<file path="config.mk">
export PLATFORM = sky130hd
export DESIGN_NAME = soda_credit_ctrl_flat
export DESIGN_NICKNAME = d
export VERILOG_FILES = /design/src/rtl/soda_pkg.sv /design/src/rtl/soda_credit_ctrl_if.sv /design/src/rtl/soda_tick_timer.sv /design/src/rtl/soda_credit_ctrl.sv /design/src/flat_wrapper.sv
export SDC_FILE = /design/constraint.sdc
export NUM_CORES = 1
export LEC_CHECK = 0
export CAP_MARGIN = 25
export CORE_MARGIN = 3
export CORE_UTILIZATION = 30
export CTS_CLUSTER_DIAMETER = 50
export DETAILED_ROUTE_END_ITERATION = 8
export GPL_ROUTABILITY_DRIVEN = 0
export PLACE_DENSITY = 0.53
export SYNTH_ARGS = -nofsm -noshare
export SYNTH_HDL_FRONTEND = slang
export SYNTH_SLANG_ARGS = --single-unit
export TNS_END_PERCENT = 100
</file>
<file path="constraint.sdc">
create_clock -name clk -period 3.5 [get_ports clk]
set_input_delay 0.7 -clock clk [delete_from_list [all_inputs] [get_ports clk]]
set_output_delay 0.7 -clock clk [all_outputs]
set_load 0.1 [all_outputs]
</file>
<file path="src/rtl/soda_pkg.sv">
// Shared definitions for the soda machine: coin values, coin_sel decode and
// the one-hot state encoding (also read by the wrapper debug display).
package soda_pkg;

    localparam logic [6:0] COIN_5   = 7'd5;
    localparam logic [6:0] COIN_10  = 7'd10;
    localparam logic [6:0] COIN_25  = 7'd25;
    localparam logic [6:0] COIN_100 = 7'd100;

    localparam int unsigned ST_W = 4;
    localparam logic [3:0] ST_IDLE    = 4'b0001;
    localparam logic [3:0] ST_COLLECT = 4'b0010;
    localparam logic [3:0] ST_VEND    = 4'b0100;
    localparam logic [3:0] ST_CHANGE  = 4'b1000;

    // Map the 2-bit coin selector onto its value in cents.
    function automatic logic [6:0] coin_value(input logic [1:0] sel);
        logic [6:0] val;
        case (sel)
            2'b00:   val = COIN_5;
            2'b01:   val = COIN_10;
            2'b10:   val = COIN_25;
            default: val = COIN_100;
        endcase
        return val;
    endfunction

endpackage

</file>
<file path="src/rtl/soda_credit_ctrl_if.sv">
// Strobe/status bundle between the wrapper FSM (master) and the credit
// controller (slave).
interface soda_credit_ctrl_if #(
    parameter int W = 10
);
    logic         tick;
    logic         clr;
    logic         cost_add;
    logic         coins_add;
    logic [1:0]   coin_sel;
    logic [W-1:0] price;
    logic [W-1:0] credit;
    logic         disp_req;
    logic         change_pulse;
    logic         coin_reject;
    logic         busy;

    modport master (
        output tick, clr, cost_add, coins_add, coin_sel,
        input  price, credit, disp_req, change_pulse, coin_reject, busy
    );

    modport slave (
        input  tick, clr, cost_add, coins_add, coin_sel,
        output price, credit, disp_req, change_pulse, coin_reject, busy
    );
endinterface

</file>
<file path="src/rtl/soda_tick_timer.sv">
// Counts tick pulses while enabled; done fires combinationally on the tick
// that completes the TICKS-long window so the owner can leave on that edge.
module soda_tick_timer #(
    parameter int TICKS = 4
) (
    input  logic clk,
    input  logic nrst,
    input  logic clear,
    input  logic tick,
    output logic done
);
    localparam int CW = (TICKS < 2) ? 1 : $clog2(TICKS);

    logic [CW-1:0] cnt_q;
    logic [CW-1:0] cnt_d;

    assign done = !clear && tick && (cnt_q == CW'(TICKS - 1));

    // Next count: held at zero while cleared, restarts after the window ends.
    always_comb begin
        cnt_d = cnt_q;
        if (clear) begin
            cnt_d = '0;
        end else if (tick) begin
            cnt_d = done ? '0 : cnt_q + 1'b1;
        end
    end

    // Count register.
    always_ff @(posedge clk or negedge nrst) begin
        if (!nrst) begin
            cnt_q <= '0;
        end else begin
            cnt_q <= cnt_d;
        end
    end
endmodule

</file>
<file path="src/rtl/soda_credit_ctrl.sv">
// Price/credit controller: collects coins, commits a vend once credit covers
// the price, holds disp_req for a tick-timed window, then pays change out one
// coin per tick. All outputs come straight from flops.
module soda_credit_ctrl
    import soda_pkg::*;
#(
    parameter int W             = 10,
    parameter int PRICE_DEFAULT = 75,
    parameter int PRICE_MAX     = 995,
    parameter int COST_STEP     = 5,
    parameter int VEND_TICKS    = 4,
    parameter int CHANGE_COIN   = 5
) (
    input logic               clk,
    input logic               nrst,
    soda_credit_ctrl_if.slave bus
);
    logic [ST_W-1:0] state_q, state_d;
    logic [W-1:0]    price_q, price_d;
    logic [W-1:0]    credit_q, credit_d;
    logic            disp_req_q, disp_req_d;
    logic            change_pulse_q, change_pulse_d;
    logic            coin_reject_q, coin_reject_d;
    logic            busy_q, busy_d;

    logic            coin_accept;
    logic            vend_done;
    logic [W:0]      coin_ext;
    logic [W:0]      credit_sum;
    logic            coin_fits;
    logic [W:0]      price_inc;
    logic [W-1:0]    credit_after_vend;
    logic [W-1:0]    credit_after_coin;

    // Extra top bit on the sums catches overflow of the W-bit registers.
    assign coin_ext          = (W+1)'(coin_value(bus.coin_sel));
    assign credit_sum        = {1'b0, credit_q} + coin_ext;
    assign coin_fits         = !credit_sum[W];
    assign price_inc         = {1'b0, price_q} + (W+1)'(COST_STEP);
    assign credit_after_vend = credit_q - price_q;
    assign credit_after_coin = credit_q - W'(CHANGE_COIN);

    soda_tick_timer #(
        .TICKS (VEND_TICKS)
    ) u_vend_timer (
        .clk   (clk),
        .nrst  (nrst),
        .clear (state_q != ST_VEND),
        .tick  (bus.tick),
        .done  (vend_done)
    );

    // Next-state, datapath and output decode.
    always_comb begin
        state_d        = state_q;
        price_d        = price_q;
        credit_d       = credit_q;
        disp_req_d     = disp_req_q;
        change_pulse_d = 1'b0;
        coin_accept    = 1'b0;

        case (state_q)
            ST_IDLE: begin
                if (bus.cost_add) begin
                    price_d = (price_inc > (W+1)'(PRICE_MAX)) ? W'(COST_STEP)
                                                              : price_inc[W-1:0];
                end
                if (bus.coins_add && coin_fits) begin
                    coin_accept = 1'b1;
                    credit_d    = credit_sum[W-1:0];
                    state_d     = ST_COLLECT;
                end
            end
            ST_COLLECT: begin
                // Price is locked here; an already-covered price wins over
                // both abort and any coin arriving in the same cycle.
                if (credit_q >= price_q) begin
                    state_d    = ST_VEND;
                    disp_req_d = 1'b1;
                end else if (bus.clr) begin
                    state_d = ST_CHANGE;
                end else if (bus.coins_add && coin_fits) begin
                    coin_accept = 1'b1;
                    credit_d    = credit_sum[W-1:0];
                end
            end
            ST_VEND: begin
                if (vend_done) begin
                    disp_req_d = 1'b0;
                    credit_d   = credit_after_vend;
                    state_d    = (credit_after_vend == '0) ? ST_IDLE : ST_CHANGE;
                end
            end
            ST_CHANGE: begin
                if (bus.tick) begin
                    change_pulse_d = 1'b1;
                    credit_d       = credit_after_coin;
                    if (credit_after_coin == '0) begin
                        state_d = ST_IDLE;
                    end
                end
            end
            default: begin
                // Illegal encoding: drop back to a clean idle.
                state_d    = ST_IDLE;
                credit_d   = '0;
                disp_req_d = 1'b0;
            end
        endcase

        coin_reject_d = bus.coins_add && !coin_accept;
        busy_d        = (state_d == ST_VEND) || (state_d == ST_CHANGE);
    end

    // State and output registers.
    always_ff @(posedge clk or negedge nrst) begin
        if (!nrst) begin
            state_q        <= ST_IDLE;
            price_q        <= W'(PRICE_DEFAULT);
            credit_q       <= '0;
            disp_req_q     <= 1'b0;
            change_pulse_q <= 1'b0;
            coin_reject_q  <= 1'b0;
            busy_q         <= 1'b0;
        end else begin
            state_q        <= state_d;
            price_q        <= price_d;
            credit_q       <= credit_d;
            disp_req_q     <= disp_req_d;
            change_pulse_q <= change_pulse_d;
            coin_reject_q  <= coin_reject_d;
            busy_q         <= busy_d;
        end
    end

    assign bus.price        = price_q;
    assign bus.credit       = credit_q;
    assign bus.disp_req     = disp_req_q;
    assign bus.change_pulse = change_pulse_q;
    assign bus.coin_reject  = coin_reject_q;
    assign bus.busy         = busy_q;
endmodule

</file>
<file path="src/flat_wrapper.sv">
// flat-port wrapper written by rule: the top's interface ports become plain ports
module soda_credit_ctrl_flat import soda_pkg::*;
#(
    parameter int W             = 10,
    parameter int PRICE_DEFAULT = 75,
    parameter int PRICE_MAX     = 995,
    parameter int COST_STEP     = 5,
    parameter int VEND_TICKS    = 4,
    parameter int CHANGE_COIN   = 5
)
  (clk, nrst, bus_tick, bus_clr, bus_cost_add, bus_coins_add, bus_coin_sel, bus_price, bus_credit, bus_disp_req, bus_change_pulse, bus_coin_reject, bus_busy);
  soda_credit_ctrl_if #(.W(W)) bus_i ();
  input logic clk;
  input logic nrst;
  input wire logic [$bits(bus_i.tick)-1:0] bus_tick;
  input wire logic [$bits(bus_i.clr)-1:0] bus_clr;
  input wire logic [$bits(bus_i.cost_add)-1:0] bus_cost_add;
  input wire logic [$bits(bus_i.coins_add)-1:0] bus_coins_add;
  input wire logic [$bits(bus_i.coin_sel)-1:0] bus_coin_sel;
  output wire logic [$bits(bus_i.price)-1:0] bus_price;
  output wire logic [$bits(bus_i.credit)-1:0] bus_credit;
  output wire logic [$bits(bus_i.disp_req)-1:0] bus_disp_req;
  output wire logic [$bits(bus_i.change_pulse)-1:0] bus_change_pulse;
  output wire logic [$bits(bus_i.coin_reject)-1:0] bus_coin_reject;
  output wire logic [$bits(bus_i.busy)-1:0] bus_busy;
  assign bus_i.tick = bus_tick;
  assign bus_i.clr = bus_clr;
  assign bus_i.cost_add = bus_cost_add;
  assign bus_i.coins_add = bus_coins_add;
  assign bus_i.coin_sel = bus_coin_sel;
  assign bus_price = bus_i.price;
  assign bus_credit = bus_i.credit;
  assign bus_disp_req = bus_i.disp_req;
  assign bus_change_pulse = bus_i.change_pulse;
  assign bus_coin_reject = bus_i.coin_reject;
  assign bus_busy = bus_i.busy;
  soda_credit_ctrl #(.W(W), .PRICE_DEFAULT(PRICE_DEFAULT), .PRICE_MAX(PRICE_MAX), .COST_STEP(COST_STEP), .VEND_TICKS(VEND_TICKS), .CHANGE_COIN(CHANGE_COIN)) u_core (.clk(clk), .nrst(nrst), .bus(bus_i));
endmodule
</file>
* Word-level counts from Yosys, hierarchy flattened *
Index checks and enable logic that the tools add are counted.
Widths: inputs -> output; s select.

word-level totals
  input port bits = 8
  output and inout bits = 24
  bits in registers = 30
  logic and storage cells = 75

cells by class
  equal/unequal tests = 15
  add/sub/neg operators = 5
  muxes and demuxes = 28
  reductions and logical operators = 16
  order comparisons = 2
  bitwise operators = 1

operators by type and width
  cell                   number
  $mux 10                6
  $pmux 10 s4            1
  $mux 4                 7
  $pmux 7 s3             1
  $logic_not 10->1       2
  $pmux 4 s4             1
  $add 10x3->11 const B  1
  $add 10x7->11          1
  $gt 11x10->1 const B   1
  $ge 10x10->1           1
  $sub 10x10->10         1
  $sub 10x3->10 const B  1
  $eq 4x3->1 const B     2
  $eq 4x4->1 const B     2
  $ne 2x2->1 const B     4
  $mux 1                 7
  $mux 2                 3
  $eq 2x2->1 const B     2
  $eq 4x1->1 const B     1
  $eq 4x2->1 const B     1
  $logic_and 1x1->1      4
  $ne 4x3->1 const B     1
  $reduce_and 4->1       1
  $logic_not 1->1        3
  12 further kinds       12

* Logic depth before layout (Yosys ltp) *
Gate-level depths: netlist (run 1).

  depth in word-level cells = 11
  depth in mapped cells = 13

* Cells and area by module *
From an unflattened synthesis (run 1), not the netlist that was laid out.

unflattened totals
  cell total of the unflattened synthesis = 361
  area total of the unflattened synthesis = 3129.3 um^2

modules (own cells, without submodules)
  module            area each (um^2)  instances  cells each  sequential area each (um^2)
  soda_credit_ctrl  3020.4            1          352         706.9
  soda_tick_timer   108.9             1          9           50.0

* Worst setup path before layout (run 1) *
OpenSTA, ideal clock, no wires.

  path kind = input -> register
  start point = input port bus_coin_sel[0]
  end point = register u_core.credit_q[8], in the netlist u_core.bus.credit[8]
  setup slack = -0.097 ns
  path buffers = 1
  data arrival time = 3.470 ns
  library setup time = 0.127 ns
  stages on the path = 13
  required time = 3.373 ns
  path through = inv_1 -> ha_1 -> nor2_1 -> nor2_1 -> ha_1 -> fa_1 -> a211o_1 -> a2111oi_4 -> o31ai_2 -> a221oi_4 -> and2_1 -> buf_6 -> mux2_4

between the ends
  word-level cells in the longest chain between the ends = 9
  elaborated cells on any way between the ends = 11
  classes of those cells = add/sub (1); eq/ne (2); mux (5); reduce/logical (3)

RTL lines
  item                                RTL line                                        RTL
  start, declared                     flat_wrapper.sv:19                              input wire logic [$bits(bus_i.coin_sel)-1:0] bus_coin_sel;
  $eq 2x2->1 (tied with other cells)  soda_pkg.sv:19                                  case (sel)
  $pmux 7 s3 (*)                      soda_pkg.sv:19
  $add 10x7->11 (*)                   soda_credit_ctrl.sv:37                          assign credit_sum = {1'b0, credit_q} + coin_ext;
  $logic_not 1->1                     soda_credit_ctrl.sv:38                          assign coin_fits = !credit_sum[W];
  $logic_and 1x1->1                   soda_credit_ctrl.sv:68, soda_credit_ctrl.sv:82
  $mux 10 (*)                         soda_credit_ctrl.sv:68, soda_credit_ctrl.sv:82
  $mux 10                             soda_credit_ctrl.sv:80                          end else if (bus.clr) begin
  $mux 10                             soda_credit_ctrl.sv:77                          if (credit_q >= price_q) begin
  $pmux 10 s4 (*)                     soda_credit_ctrl.sv:62                          case (state_q)
  end signal, assigned                soda_credit_ctrl.sv:128                         credit_q <= credit_d;
  end, declared                       soda_credit_ctrl.sv:20                          logic [W-1:0] credit_q, credit_d;

Every way passes the cells marked *; elsewhere a longest branch is shown, timed or not. The select of a mux whose other input is x is not followed.
A chain may end at the register's enable or synchronous reset.

* Worst setup path in the final report (run 1) *
  start point = input port bus_coin_sel[1]
  end point = register u_core.credit_q[0], in the netlist u_core.bus.credit[0]

Same word-level chain as after synthesis.

==> results of run 1 <==
-- path summary, 6_finish.rpt --
kind,from,end,slack [ps],depth (start not counted)
min in group asynchronous,nrst,u_core.bus.credit[9],810,2
min reg2reg,u_core.bus.disp_req,u_core.bus.disp_req,520,2
max,bus_coin_sel[1],u_core.bus.credit[0],240,14
max reg2reg,u_core.bus.price[0],u_core.state_q[0],340,10
min,u_core.bus.disp_req,u_core.bus.disp_req,520,2
max in group asynchronous,nrst,u_core.bus.price[0],2350,2
-- repair_timing --
item / CTS / global route
endpoints found under the setup margin: 10 / 9
hold endpoints to repair: 0 / 0
pin swaps: 1 / 1
gates resized for setup: 2 / 5
-- metrics by stage --
stage	util [%]	hold slack (ps)	worst slack, ps	TNS [ps]	cell area [um2]
global route	39.54	577.1	79.01	0	3757
finish	39.54	517.9	237.2	0	3757
CTS	39.59	529.2	54.33	0	3762
floorplan	-	404.4	1.279	0	3050
global placement	38.62	498.9	-493.4	-4783	3670
detailed placement	38.62	509.9	-556.3	-5216	3670
-- critical path, stage by stage --
cell       delay (ps)
clkbuf_2          170
inv_4              50
ha_4              150
nor2_1             90
nor2_1             60
ha_2              180
fa_2              360
a211o_1           320
a2111oi_4         470
o31ai_4           110
a221oi_4          270
and2_4            190
buf_4             160
mux2i_1           200
-- layer usage --
| metal | wire length, um | share of wire [%] | vias up |
|---|---|---|---|
| met5 | 0 | 0 | - |
| met4 | 85 | 0.97 | 0 |
| met3 | 423 | 4.8 | 7 |
| met2 | 4026 | 46 | 70 |
| met1 | 4256 | 48 | 1414 |
| li1 | - | - | 1465 |
-- cells by family after synthesis --
group	count (synthesis)	share of synthesized area, %
AO/OA/AOI/OAI	120	28.80
XOR/XNOR	18	5.243
adder cells (fa/ha/maj)	29	12.57
buffers and inverters	35	4.702
flip-flops	30	25.18
multiplexers	6	2.164
AND/OR/NAND/NOR	120	21.35
-- cell type report --
class	instances	area, um2
fillers	1004	5746
clock buffers	6	82.58
repair buffers	64	503.0
multi-input cells	293	2150
well taps	129	161.4
inverters	23	91.34
flip-flops and latches	30	757.0
clock inverters	2	12.51
-- sequential cells by signal, summed over array words and instances (netlist names) --
register                   count
u_core.bus.disp_req            1
u_core.bus.credit             10
u_core.bus.change_pulse        1
u_core.bus.busy                1
u_core.bus.price              10
u_core.u_vend_timer.cnt_q      2
u_core.bus.coin_reject         1
u_core.state_q                 4
-- layout by cell type, fill, tap and decap left out, types with 5 or more instances in the layout --
master           count
nor2_1              34
dfstp_2              5
nand3_1             11
o21ai_0             18
inv_1               21
o22ai_1              5
a211o_1              5
dfrtp_1             25
nand4_1              6
nor3_1              12
nand2_1             17
o21a_1               6
clkdlybuf4s50_1     11
clkbuf_8             6
a21oi_1             32
a21o_1               6
ha_1                24
a211oi_1             9
xor2_1               6
buf_4               51
or3_1                5
mux2i_1              5
nor2b_1              6
xnor2_1             12
==> flow_summary.json, run 1 <==
{
  "slew_viol_final": 0,
  "start_util_pct": 31.64,
  "max_clock_freq_mhz": 306.5,
  "clock-root-buffer": "clkbuf_8",
  "die_x_um": 106.1,
  "rsz0062_at_grt": "false",
  "timing.slew.headroom_pct": 34.98,
  "gr-usage-met2_pct": 25.20,
  "grt_pass1_wl_mm": 14.55,
  "synth_common_cells": "nor2_1 (34), a21oi_1 (32), ha_1 (27)",
  "gr-total-overflow": 0,
  "rows": 35,
  "cts_tree": "built",
  "crit_path_end_kind": "flop",
  "grt_antenna_before_repair": 0,
  "core_mm2": 0.009503,
  "async_flop_share_pct": 100.0,
  "grt_use_met3_pct": 2.854,
  "io_pins": 32,
  "post_drt_wl_per_cell_um": 16.07,
  "dieArea_mm2": 0.01126,
  "worstPathMaxFanout": 8,
  "cp.arrival_ps": 3480,
  "grt_use_met1_pct": 22.75,
  "fin_crit_sh_pct": 93.22,
  "nNetsFinal": 454,
  "drive_gt1_share_pct": 21.29,
  "busiest_layer": "met2",
  "vias": 2956,
  "dp.cells": 539,
  "timing.setup.critical_path_class": "in -> reg",
  "grtUsageTotal_pct": 15.95,
  "worst_pin_slew_ps": 972.3,
  "clock_skew_ps": 10.28,
  "crit_required_ps": 3720,
  "ys.flop_type": "dfrtp_1",
  "die_h_um": 106.1,
  "synth.most_common_cell": "nor2_1",
  "post_synth.cell_area_avg_um2": 8.398,
  "synth_edf_count": 0,
  "clock-sinks": 30,
  "clock_latency_ps": 290,
  "ys_types": 65,
  "syn-num-nets": 395,
  "grt_pass1_vias": 2781,
  "synth_top_area_cell": "dfrtp_1",
  "yosys.area.top_type_share_pct": 20.81,
  "ys_ff_latch": 30,
  "ctsHtreeMaxLevel": 2,
  "drc": 0,
  "hold_buffers": 0,
  "drt_first_pass_iters": 5,
  "cp-start-kind": "input pin",
  "cts_inserted_buffers": 5,
  "fin_cells": 547,
  "antenna_left": 0,
  "hold_class": "reg -> reg",
  "drt-initial-drc-count": 221,
  "dp_hpwl_mm": 6.853,
  "netlist_area_mm2": 0.003007,
  "ys_warn_count": 0,
  "finalCriticalPeriod_ps": 3263,
  "finalSetupViolations": 0,
  "port-buffer-count": 31,
  "maxCapViolations": 0,
  "num_antenna_cells": 0,
  "synth_area_leaders": "dfrtp_1 (21%), ha_1 (11%), a21oi_1 (5.3%)",
  "drt_wl_total_mm": 8.792,
  "post_cts_buffers": 0,
  "status": "finished clean",
  "areaGrowthSynthToFinish_pct": 24.97,
  "syn-instance-count": 358,
  "hold_viol": 0,
  "clk_pin_slew_worst_paths_ps": 80,
  "synth_seq_area_share_pct": 25.18,
  "grt_max_degree": 31,
  "cts.path.max_buffers": 2,
  "viasPerCell": 5.404
}
Power of run 1 is left out: the tool's default activity adds up to more than one toggle a clock period on the data nets, which glitch-free logic cannot reach.
==> inputs of run 2 (changes only) <==
CAP_MARGIN = not set   (was 25)
SKIP_CTS_REPAIR_TIMING = 1   (was not set)
==> flow_summary.json, run 2 (synthesized netlist as in run 1, its figures left out) <==
{
  "status": "finished clean",
  "antenna_left": 0,
  "dieArea_mm2": 0.01126,
  "final_common_cell": "buf_4",
  "grt_max_degree": 31,
  "grt_antenna_before_repair": 0,
  "num_antenna_cells": 0,
  "ctsHtreeMaxLevel": 2,
  "start_util_pct": 31.64,
  "rows": 35,
  "core_mm2": 0.009503,
  "vias": 2971,
  "clk_pin_slew_worst_paths_ps": 80,
  "finalSetupViolations": 0,
  "maxCapViolations": 0,
  "cts.path.max_buffers": 2,
  "drc": 0,
  "slowest_delay_ps": 400,
  "crit_path_end_kind": "flop",
  "viasPerCell": 5.431,
  "nNetsFinal": 454,
  "port-buffer-count": 31,
  "hold_class": "reg -> reg",
  "fin_crit_sh_pct": 94.85,
  "crit_chain": "dlymetal6s2s_1, inv_4, ha_4, nor2_1, nor2_1, ha_2, fa_2, a211o_1, a2111oi_4, o31ai_4, a221oi_4, and2_1, buf_4, mux2i_1",
  "timing.setup.critical_path_class": "in -> reg",
  "drive_gt1_share_pct": 20.57,
  "finalCriticalPeriod_ps": 3320,
  "clock_skew_ps": 9.288,
  "crit_required_ps": 3720,
  "rr_worst_depth": 10,
  "drt-initial-drc-count": 224,
  "grt_pass1_wl_mm": 14.54,
  "areaGrowthSynthToFinish_pct": 25.39,
  "nFillCells": 1003,
  "grt_pass1_vias": 2781,
  "cp-start-kind": "input pin",
  "post_drt_wl_per_cell_um": 16.12,
  "worst_pin_slew_ps": 972.3,
  "clock-sinks": 30,
  "setup_slack_ps": 180.3,
  "timing.slew.headroom_pct": 34.98,
  "gr-total-overflow": 0,
  "drt_wl_total_mm": 8.817,
  "rsz0062_at_grt": "false",
  "io_pins": 32,
  "dp_hpwl_mm": 6.853,
  "die_h_um": 106.1,
  "max_clock_freq_mhz": 301.2,
  "dp.cells": 539,
  "clock_latency_ps": 290,
  "slew_viol_final": 0,
  "fin_cells": 547,
  "slowest_stage": "a2111oi_4",
  "final-seq-area_um2": 757.0,
  "pre_cts_ws_ps": -556.3,
  "hold_viol": 0,
  "die_x_um": 106.1,
  "drt_first_pass_iters": 6,
  "most-common-layout-cells": "buf_4 (51), nor2_1 (34), a21oi_1 (32)",
  "worstPathMaxFanout": 8,
  "clock-root-buffer": "clkbuf_8",
  "final_util_pct": 39.67,
  "cp.arrival_ps": 3540,
  "grtUsageTotal_pct": 15.95,
  "cpMostUsedCell": "nor2_1",
  "cts_inserted_buffers": 5,
  "holdPathStages": 2,
  "cts_tree": "built",
  "multi_input_area_mm2": 0.002147
}
-- run 2: final timing paths --
kind                                     start                 endpoint  slack (ps)
min reg2reg                u_core.bus.disp_req      u_core.bus.disp_req         520
max reg2reg                u_core.bus.price[0]        u_core.state_q[0]         320
min in group asynchronous                 nrst  u_core.bus.change_pulse         810
max                            bus_coin_sel[1]     u_core.bus.credit[0]         180
min                        u_core.bus.disp_req      u_core.bus.disp_req         520
max in group asynchronous                 nrst      u_core.bus.price[0]        2350
-- run 2: worst max-delay path: cells and delay by family --
kind | cells | cell delay [ps]
AOI/OAI and AO/OA | 4 | 1090
muxes | 1 | 200
adders and majority gates | 3 | 690
and+or+nand+nor | 3 | 350
buffers and inverters | 3 | 500
-- run 2: stage by stage --
stage          instance area, um2  TNS, ps  hold slack (ps)
6_report                     3770        0            517.7
5_1_grt                      3770        0            577.1
4_1_cts                      3765    -1994            529.2
3_5_place_dp                 3670    -5216            509.9
3_3_place_gp                 3670    -4783            498.9
2_1_floorplan                3050        0            404.4
-- run 2: area by class of cell --
| type | instances | share of cell area [%] |
|---|---|---|
| clock buffers | 6 | 2.191 |
| clock inverters | 2 | 0.3319 |
| inverters | 23 | 2.423 |
| multi-input cells | 293 | 56.95 |
| flip-flops and latches | 30 | 20.08 |
| well taps | 129 | 4.281 |
| repair buffers | 64 | 13.74 |
-- run 2: layer usage --
metal | vias up | GRT usage [%] | wire [um]
met5 | - | 0 | 0
met4 | 0 | 3.330 | 87
met3 | 8 | 2.854 | 370
met2 | 64 | 25.20 | 4028
met1 | 1436 | 22.75 | 4331
li1 | 1463 | - | -
Power of run 2 is left out for the same reason.
==> inputs of run 3 (changes only) <==
CAP_MARGIN = 25   (was not set)
CELL_PAD_IN_SITES_DETAIL_PLACEMENT = 2   (was not set)
CELL_PAD_IN_SITES_GLOBAL_PLACEMENT = 2   (was not set)
PLACE_DENSITY = 0.76   (was 0.53)
==> flow_summary.json, run 3 (synthesized netlist as in run 1, its figures left out) <==
{
  "status": "finished clean",
  "clock-sinks": 30,
  "nNetsFinal": 452,
  "r2r_slack_ps": 350,
  "regToRegEndpoint": "u_core.bus.busy",
  "cp.arrival_ps": 3490,
  "crit_required_ps": 3670,
  "rsz0062_at_grt": "false",
  "drt-initial-drc-count": 197,
  "rr_worst_depth": 10,
  "max_clock_freq_mhz": 301.5,
  "crit_start": "bus_coin_sel[1]",
  "grt_use_met1_pct": 27.81,
  "drt_first_pass_iters": 4,
  "busiest_layer": "met2",
  "drt_wl_total_mm": 11.05,
  "placed_area_mm2": 0.003657,
  "hold_viol": 0,
  "worst_pin_slew_ps": 974.7,
  "cts_inserted_buffers": 5,
  "grt_antenna_before_repair": 0,
  "fin_crit_sh_pct": 94.77,
  "grt_pass1_vias": 3319,
  "gr-usage-met2_pct": 35.16,
  "dp_hpwl_mm": 8.660,
  "timing.setup.critical_path_class": "in -> reg",
  "antenna_left": 0,
  "worstPathMaxFanout": 7,
  "design_area_mm2": 0.003760,
  "viasPerCell": 5.624,
  "rows": 35,
  "post_drt_wl_per_cell_um": 20.28,
  "final_common_cell": "buf_4",
  "core_mm2": 0.009503,
  "cts.path.max_buffers": 2,
  "slew_viol_final": 0,
  "cts_tree": "built",
  "hold_class": "reg -> reg",
  "crit_end": "u_core.bus.credit[6]",
  "die_h_um": 106.1,
  "drc": 0,
  "clock_latency_ps": 290,
  "areaGrowthSynthToFinish_pct": 25.05,
  "io_pins": 32,
  "grt_use_met3_pct": 3.218,
  "min_from": "u_core.bus.disp_req",
  "clock_skew_ps": 10.56,
  "die_x_um": 106.1,
  "maxCapViolations": 0,
  "grt_pass1_wl_mm": 18.46,
  "drive_gt1_share_pct": 20.19,
  "gr-total-overflow": 0,
  "timing.slew.headroom_pct": 34.82,
  "clk_pin_slew_worst_paths_ps": 70,
  "clock-root-buffer": "clkbuf_8",
  "ctsHtreeMaxLevel": 2,
  "dieArea_mm2": 0.01126,
  "grtUsageTotal_pct": 20.54,
  "final_util_pct": 39.57,
  "vias": 3065,
  "reg2reg_from": "u_core.bus.price[0]",
  "crit_path_end_kind": "flop",
  "num_antenna_cells": 0,
  "cp-start-kind": "input pin",
  "finalSetupViolations": 0,
  "grt_max_degree": 31,
  "port-buffer-count": 31,
  "finalCriticalPeriod_ps": 3317,
  "most-common-layout-cells": "buf_4 (47), nor2_1 (34), a21oi_1 (32)",
  "start_util_pct": 31.64
}
run 3: cell types whose count changed in the layout (fill, tap and decap cells not counted):
| cell | change |
|---|---|
| a211o_1 | -1 |
| a211o_4 | +1 |
| and2_1 | -1 |
| and2_4 | +1 |
| buf_4 | -4 |
| buf_6 | +1 |
| clkbuf_1 | +1 |
| clkbuf_8 | -1 |
| clkdlybuf4s50_1 | +1 |
| clkinv_2 | +1 |
| clkinvlp_4 | -1 |
run 3: area by class of cell:
type                            instances  area, um2
Inverter                               23      91.34
Clock inverter                          2      10.01
Multi-Input combinational cell        293       2158
Sequential cell                        30      757.0
Timing Repair Buffer                   62      509.2
Fill cell                            1103       5743
Clock buffer                            6      72.57
Tap cell                              129      161.4
run 3: worst min path at each step:
stage	endpoint	slack [ps]	cells after the start
after global placement	u_core.bus.disp_req	490	2
after global routing	u_core.bus.disp_req	560	2
final	u_core.bus.disp_req	510	2
after detailed placement	u_core.bus.disp_req	500	2
after CTS	u_core.bus.disp_req	520	2
after floorplan	u_core.bus.busy	400	0
run 3: worst max-delay path: stages:
cell,delay (ps)
dlymetal6s2s_1,150
buf_4,160
ha_4,140
nor2_1,80
nor2_1,60
ha_2,180
fa_2,370
a211o_4,360
a2111oi_4,390
o31ai_4,100
a221oi_4,250
buf_4,200
nand3_1,90
a22o_1,240
run 3: layer usage:
metal	vias up	part of all wire, %	wire (um)
li1	1462	-	-
met1	1550	47	5208
met2	47	49	5412
met3	6	3.3	364
met4	0	0.62	68
met5	-	0	0
run 3: stage by stage:
| stage | setup TNS (ps) | std cells | worst slack [ps] | hold WS [ps] |
|---|---|---|---|---|
| 2_1_floorplan | 0 | 358 | 1.279 | 404.4 |
| 3_3_place_gp | -3964 | 537 | -424.0 | 491.6 |
| 3_5_place_dp | -4863 | 537 | -506.8 | 502.1 |
| 4_1_cts | -1946 | 545 | -246.0 | 522.2 |
| 5_1_grt | 0 | 545 | 16.69 | 564.7 |
| 6_report | 0 | 545 | 183.0 | 510.0 |
Power of run 3 is left out for the same reason.
